[src/rtl/keypad_scan_ctrl.sv]
// 4x4 keypad scanner: drives one column low at a time, debounces
// presses/releases, and holds the accepted key until acknowledged.
//
// Ports:
//   clk        system clock, all state on rising edge
//   rst_n      asynchronous active-low reset
//   row_n[3:0] keypad rows, active-low, asynchronous to clk
//   col_n[3:0] column drive, active-low, one-cold
//   key_code   accepted key {row_idx, col_idx}
//   key_valid  key_code holds an unconsumed key
//   key_ack    consumer accepts key_code
//   busy       high whenever not scanning
module keypad_scan_ctrl #(
    parameter int unsigned SCAN_DIV        = 1000,
    parameter int unsigned DEBOUNCE_CYCLES = 50000
) (
    input  logic       clk,
    input  logic       rst_n,
    input  logic [3:0] row_n,
    output logic [3:0] col_n,
    output logic [3:0] key_code,
    output logic       key_valid,
    input  logic       key_ack,
    output logic       busy
);

    typedef enum logic [1:0] {
        SCAN,
        DEBOUNCE,
        VALID,
        RELEASE
    } state_e;

    localparam logic [15:0] DIV_LAST = 16'(SCAN_DIV - 1);
    localparam logic [19:0] DEB_LAST = 20'(DEBOUNCE_CYCLES - 1);

    state_e      state_q, state_d;
    logic [3:0]  sync1_q;
    logic [3:0]  rows_s_q;
    logic [1:0]  col_q, col_d;
    logic [15:0] div_q, div_d;
    logic [19:0] deb_q, deb_d;
    logic [3:0]  cap_q, cap_d;
    logic [3:0]  code_q, code_d;
    logic        valid_q, valid_d;
    logic [1:0]  row_idx;

    always_ff @(posedge clk or negedge rst_n) begin
        if (!rst_n) begin
            state_q  <= SCAN;
            sync1_q  <= 4'b1111;
            rows_s_q <= 4'b1111;
            col_q    <= 2'd0;
            div_q    <= 16'd0;
            deb_q    <= 20'd0;
            cap_q    <= 4'b1111;
            code_q   <= 4'h0;
            valid_q  <= 1'b0;
        end else begin
            state_q  <= state_d;
            sync1_q  <= row_n;
            rows_s_q <= sync1_q;
            col_q    <= col_d;
            div_q    <= div_d;
            deb_q    <= deb_d;
            cap_q    <= cap_d;
            code_q   <= code_d;
            valid_q  <= valid_d;
        end
    end

    // Lowest-index pressed row wins when several rows are low.
    always_comb begin
        row_idx = 2'd3;
        if (!cap_q[0])      row_idx = 2'd0;
        else if (!cap_q[1]) row_idx = 2'd1;
        else if (!cap_q[2]) row_idx = 2'd2;
    end

    always_comb begin
        state_d = state_q;
        col_d   = col_q;
        div_d   = div_q;
        deb_d   = deb_q;
        cap_d   = cap_q;
        code_d  = code_q;
        valid_d = valid_q;
        unique case (state_q)
            SCAN: begin
                // Rows are only trusted in the last dwell cycle, after
                // the new column drive has settled through the syncs.
                if (div_q == DIV_LAST) begin
                    div_d = 16'd0;
                    if (rows_s_q != 4'b1111) begin
                        cap_d   = rows_s_q;
                        deb_d   = 20'd0;
                        state_d = DEBOUNCE;
                    end else begin
                        col_d = col_q + 2'd1;
                    end
                end else begin
                    div_d = div_q + 16'd1;
                end
            end
            DEBOUNCE: begin
                if (rows_s_q != cap_q) begin
                    state_d = SCAN;
                    div_d   = 16'd0;
                    deb_d   = 20'd0;
                end else if (deb_q == DEB_LAST) begin
                    state_d = VALID;
                    code_d  = {row_idx, col_q};
                    valid_d = 1'b1;
                    deb_d   = 20'd0;
                end else begin
                    deb_d = deb_q + 20'd1;
                end
            end
            VALID: begin
                if (key_ack) begin
                    valid_d = 1'b0;
                    deb_d   = 20'd0;
                    state_d = RELEASE;
                end
            end
            RELEASE: begin
                if (rows_s_q != 4'b1111) begin
                    deb_d = 20'd0;
                end else if (deb_q == DEB_LAST) begin
                    state_d = SCAN;
                    div_d   = 16'd0;
                    deb_d   = 20'd0;
                end else begin
                    deb_d = deb_q + 20'd1;
                end
            end
            default: state_d = SCAN;
        endcase
    end

    assign col_n     = ~(4'b0001 << col_q);
    assign key_code  = code_q;
    assign key_valid = valid_q;
    assign busy      = (state_q != SCAN);

endmodule

[config.mk]
export PLATFORM = sky130hd
export DESIGN_NAME = keypad_scan_ctrl
export DESIGN_NICKNAME = d
export VERILOG_FILES = /design/src/rtl/keypad_scan_ctrl.sv
export SDC_FILE = /design/constraint.sdc
export NUM_CORES = 1
export LEC_CHECK = 0
export CAP_MARGIN = 0
export CORE_ASPECT_RATIO = 1.4
export CORE_MARGIN = 3
export CORE_UTILIZATION = 55
export DETAILED_ROUTE_END_ITERATION = 10
export GPL_TIMING_DRIVEN = 0
export PLACE_DENSITY_LB_ADDON = 0.2
export SETUP_SLACK_MARGIN = 0.1
export SYNTH_ARGS = -nofsm -noshare
export SYNTH_HDL_FRONTEND = slang
export SYNTH_SLANG_ARGS = --single-unit
[constraint.sdc]
create_clock -name clk -period 4.5 [get_ports clk]
set_input_delay 1.35 -clock clk [delete_from_list [all_inputs] [get_ports clk]]
set_output_delay 1.35 -clock clk [all_outputs]
set_load 0.01 [all_outputs]
Word-level counts from Yosys, hierarchy flattened
Cells that the tools add are included.
{"block": "classes", "add_sub_neg": 3, "n_eq_ne": 16, "shifts": 1, "n_mux": 27, "bitwise_logic": 3, "reduce_logical": 11}
{"op": "20-bit 2-to-1 mux", "count": 6}
{"op": "20-bit one-hot mux with 4 select lines", "count": 1}
{"op": "16-bit 2-to-1 mux", "count": 4}
{"op": "16-bit one-hot mux with 3 select lines", "count": 1}
{"op": "20-bit by 1-bit adder with 20-bit output (second input constant)", "count": 1}
{"op": "20-bit by 16-bit equality test with 1-bit output (second input constant)", "count": 1}
{"op": "2-bit 2-to-1 mux", "count": 9}
{"op": "16-bit by 1-bit adder with 16-bit output (second input constant)", "count": 1}
{"op": "16-bit by 10-bit equality test with 1-bit output (second input constant)", "count": 1}
{"op": "2-bit != test (second input constant)", "count": 8}
{"op": "3-bit AND reduction", "count": 4}
{"op": "2-bit one-hot mux with 4 select lines", "count": 1}
{"op": "4-bit AND reduction", "count": 2}
{"op": "6-bit AND reduction", "count": 1}
{"op": "2-bit equality test (second input constant)", "count": 2}
{"op": "1-bit 2-to-1 mux", "count": 4}
{"op": "4-bit != test", "count": 1}
{"op": "4-bit != test (second input constant)", "count": 1}
{"op": "4-bit NOT", "count": 1}
{"op": "2-bit nonzero test", "count": 2}
{"op": "1-bit by 2-bit left shift with 4-bit output (first input constant)", "count": 1}
{"op": "3-bit != test (second input constant)", "count": 1}
{"op": "3-bit nonzero test", "count": 1}
{"op": "2-bit by 1-bit adder with 2-bit output (second input constant)", "count": 1}
{"op": "4 further kinds", "count": 5}
{"block": "word_totals", "reg_bits": 57, "inputBits": 7, "out_inout_bits": 10, "wordCells": 70}

Longest topological paths before layout
{"block": "depth", "depth_word": 4, "ltp_mapped": 9, "depth_no_buf": 7}

Least setup slack after synthesis
OpenSTA, ideal clock, no wires.
{"block": "synth_timing", "path_kind": "input to register", "start": "in key_ack", "end": "reg deb_q[13]", "t_arrival_ns": 2.719, "t_required_ns": 4.421, "path_slack_ns": 1.702, "path_stages": 6, "path_cell_list": "inv_1 -> a22o_1 -> or4_1 -> clkbuf_2 -> or3_1 -> a21oi_1"}
{"block": "synth_via", "elab_chain_cells": 2}
{"element": "from (decl)", "line": "23", "source": "input logic key_ack,"}
{"element": "2-bit != test (no line)"}
{"element": "3-bit AND reduction (no line)"}
{"element": "to (signal assigned)", "line": "55", "source": "deb_q <= 20'd0;"}
{"element": "to (signal assigned)", "line": "65", "source": "deb_q <= deb_d;"}
{"element": "to (decl)", "line": "42", "source": "logic [19:0] deb_q, deb_d;"}
Every way passes these cells.
A chain may end at the register's enable or synchronous reset.

==> impl_metrics.py <==
metrics = {
    "status": {
        "status": "finished, final reports clean",
    },
    "pwr": {
        "irDropWorstVdd_mv": 0.2638,
        "switching_share_pct": 24.49,
        "p_comb_share_pct": 2.4,
        "seq_power_share_pct": 51.4,
        "power.share.clock_pct": 46.2,
        "intPower_mw": 0.7664,
        "p_leak_nw": 1.409,
        "powerDensity_nw_per_um2": 283.7,
        "netSwitchingPower_mw": 0.2485,
    },
    "sta": {
        "setup_viol": 0,
        "rsz0062_at_grt": "no",
        "worst_slew_pin_slew_ps": 734.4,
        "max_slew_margin_pct": 50.59,
        "period_minus_slack_ps": 3210,
        "tns_ps": 0,
        "drv_slew": 0,
        "fin_hold_ws_ps": 357.8,
        "fin_ws_ps": 1290,
        "finalCritPeriodShare_pct": 71.34,
        "hold_viol_final": 0,
        "finClkSkew_ps": 6.203,
        "fmax_mhz": 311.5,
    },
    "grt": {
        "grt_pass1_vias": 2660,
        "grt_usage_pct": 23.21,
        "antenna_found_initial": 0,
        "grt_util_met1_pct": 27.25,
        "use_met2_pct": 40.21,
        "grt_remaining_overflow": 0,
        "grt_max_degree": 32,
        "grt_util_met3_pct": 5.907,
        "grt_pass1_wl_um": 12100,
        "grt-busiest-layer": "met2",
    },
    "placed_design": {
        "hpwl_um": 5077,
        "routabilityCongestion": 0.8520,
        "preCtsSetupSlack_ps": 985.7,
        "portBuffers": 16,
        "post_dp_cell_area_um2": 3383,
    },
    "setup_path": {
        "crit_type": "in2reg",
        "critPathMaxStageDelay_ps": 600,
        "cpMaxStageDelayCell": "a2111oi_0",
        "cp.arrival_ps": 3480,
        "crit_chain": "clkdlybuf4s50_1 -> inv_1 -> a22o_1 -> or2_2 -> clkbuf_1 -> a2111oi_0 -> mux2i_1",
        "cp.required_ps": 4770,
        "cp-end-kind": "register",
        "cp.buffers_inverters": 3,
        "crit_path_max_fanout": 6,
        "start_kind": "primary input",
        "critPathTopFamily": "compound AO/OA/AOI/OAI gates",
    },
    "clocking": {
        "hold_buffers": 0,
        "htreeDepth": 3,
        "clk_pin_slew_worst_paths_ps": 70,
        "cts_tree": "done",
        "cts_max_path_buffers": 2,
        "clkLatencyLatePin_ps": 340,
        "post_cts_buffers": 0,
        "cts_root_buf": "clkbuf_8",
        "cts_sinks": 57,
        "cts_buffers": 9,
        "cts.repair.resized": 0,
    },
    "final_layout": {
        "drive_gt1_share_pct": 10.99,
        "final_nets": 376,
        "nFillCells": 453,
        "seqCellArea_um2": 1441,
        "diodes": 0,
        "final_cell_area_um2": 3577,
        "syn_to_final_growth_pct": 14.45,
        "multiInputGateArea_um2": 1518,
        "postLayoutCoreUtil_pct": 66.83,
    },
    "yosys": {
        "synth.area.top_cells": "dfrtp_1, dfstp_2, ha_1",
        "ys_async_sr_fraction_pct": 100.0,
        "synthFlopType": "dfrtp_1",
        "synth.distinct_cells": 47,
        "avgSynthCellArea_um2": 9.443,
        "synth_seq_area_share_pct": 46.12,
        "synth_top_area_share_pct": 36.03,
        "synth_warnings": 0,
        "synthesis.nets": 348,
        "synth-edff-count": 0,
        "synth_area_um2": 3125,
        "ys_ff_latch": 57,
        "synth_largest_area_cell": "dfrtp_1",
        "synthCells": 331,
    },
    "die": {
        "start_util_pct": 58.39,
        "ioPinCount": 17,
        "die_h_um": 95.20,
        "dieArea_um2": 6636,
        "die_w_um": 69.71,
        "coreArea_um2": 5353,
        "placementRows": 31,
    },
    "detailed_routing": {
        "first_pass_iters": 4,
        "num_vias": 2655,
        "wl_per_cell_um": 16.37,
        "drc": 0,
        "wl_um": 7040,
        "antenna_left": 0,
        "viasPerCell": 6.174,
        "drtIter0Drc": 210,
    },
    "job": {
        "drv_cap": 0,
    },
    "hold_path": {
        "hp-class": "reg2reg",
    },
}
-- layout by cell type (no fill, tap or decap), types with 3 or more instances in the layout --
cell type        count
mux2_2               5
inv_4                3
a31oi_1              9
nand4_1             11
nor3_1              11
a211oi_1             7
o21ai_0             19
inv_1               29
and2_1               3
clkbuf_1            13
ha_1                10
dfrtp_1             45
or3_1                9
and4_1               5
o22ai_1              6
nor4_1               5
nor2_1              11
a211o_1              5
o31ai_1              9
a22o_1               6
and3_1               4
xor2_1               4
clkbuf_8             9
mux2i_1              9
nand3_1             20
a21oi_1             13
dfstp_2             12
nand2_1             25
clkdlybuf4s50_1     15
-- per-stage QoR --
step,total power [mW],cells
2_1_floorplan,0.5363,331
3_3_place_gp,0.5535,413
3_5_place_dp,0.5558,414
4_1_cts,1.024,430
5_1_grt,1.053,430
6_report,1.015,430
-- synthesized netlist by cell type, types with 2 or more instances --
| library cell | n |
|---|---|
| and4_1 | 5 |
| a211oi_1 | 7 |
| or4_1 | 2 |
| xor2_1 | 4 |
| nor3_1 | 11 |
| a22o_1 | 6 |
| a211o_1 | 5 |
| and3_1 | 4 |
| inv_1 | 29 |
| ha_1 | 10 |
| mux2_2 | 5 |
| clkbuf_1 | 13 |
| o31ai_1 | 9 |
| mux2i_1 | 9 |
| or4b_2 | 2 |
| nor2_1 | 11 |
| o22ai_1 | 6 |
| nor4_1 | 5 |
| dfstp_2 | 12 |
| nand2_1 | 25 |
| o21ai_0 | 19 |
| or2_2 | 2 |
| and2_1 | 3 |
| nand3b_1 | 2 |
| a21oi_1 | 13 |
| a31oi_1 | 9 |
| dfrtp_1 | 45 |
| or4b_1 | 2 |
| nand4_1 | 11 |
| nand3_1 | 20 |
| or3_1 | 9 |
-- registers in the layout, indices dropped and copies added (netlist names), named ones only --
name,flops
key_code,4
div_q,16
rows_s_q,4
col_q,2
deb_q,20
cap_q,4
sync1_q,4
key_valid,1
state_q,1
-- routing by layer --
metal / vias to the layer above / share of wire (%)
li1: 1289 / -
met1: 1297 / 41
met2: 55 / 53
met3: 14 / 3.7
met4: 0 / 2.1
met5: - / 0
-- cell families (layout without fill, tap and decap cells) --
logic type / count (synthesis) / after routing / share of synthesized area (%)
XOR/XNOR: 5 / 5 / 1.401
adder cells (fa/ha/maj): 10 / 10 / 4.003
AO/OA/AOI/OAI: 80 / 80 / 16.73
flip-flops: 57 / 57 / 46.12
AND/OR/NAND/NOR: 121 / 121 / 21.74
multiplexers: 14 / 14 / 4.684
buffers and inverters: 44 / 77 / 5.324
-- power groups by stage --
| stage | clock [mW] | sequential, mW | combinational [mW] |
|---|---|---|---|
| after floorplan | 0 | 0.530 | 0.00584 |
| after global placement | 0 | 0.531 | 0.0227 |
| after detailed placement | 0 | 0.531 | 0.0248 |
| after CTS | 0.478 | 0.522 | 0.0249 |
| after global routing | 0.504 | 0.522 | 0.0276 |
| final | 0.469 | 0.522 | 0.0242 |
-- worst register-to-register path, delay by kind of cell (launching register included) --
family                 cells  cell delay (ps)
and+or+nand+nor            2              880
buffers and inverters      1              170
muxes                      1              250
AOI/OAI and AO/OA          2             1050
DFF                        1              450
-- area by class of cell --
type | count | area share, %
multi-input combinational | 230 | 42.43
sequential | 57 | 40.29
timing repair buffer | 17 | 4.897
clock buffer | 10 | 4.162
inverter | 29 | 3.043
tap | 66 | 2.308
buffer | 15 | 1.609
clock inverter | 6 | 1.259
-- final timing paths --
| check | end | cells past startpoint | slack [ps] | start |
|---|---|---|---|---|
| worst min register to register | rows_s_q[2]$_DFF_PN1_ | 0 | 360 | sync1_q[2]$_DFF_PN1_ |
| worst max-delay path | register | 7 | 1290 | key_ack |
| worst min-delay path | rows_s_q[2]$_DFF_PN1_ | 0 | 360 | sync1_q[2]$_DFF_PN1_ |
| max in group asynchronous | cap_q[3]$_DFFE_PN1P_ | 2 | 2820 | rst_n |
| min in group asynchronous | deb_q[8]$_DFFE_PN0P_ | 1 | 1020 | rst_n |
| worst max register to register | register | 6 | 1630 | div_q[3]$_DFFE_PN0P_ |
No activity file was read; power rests on OpenSTA's default activity.
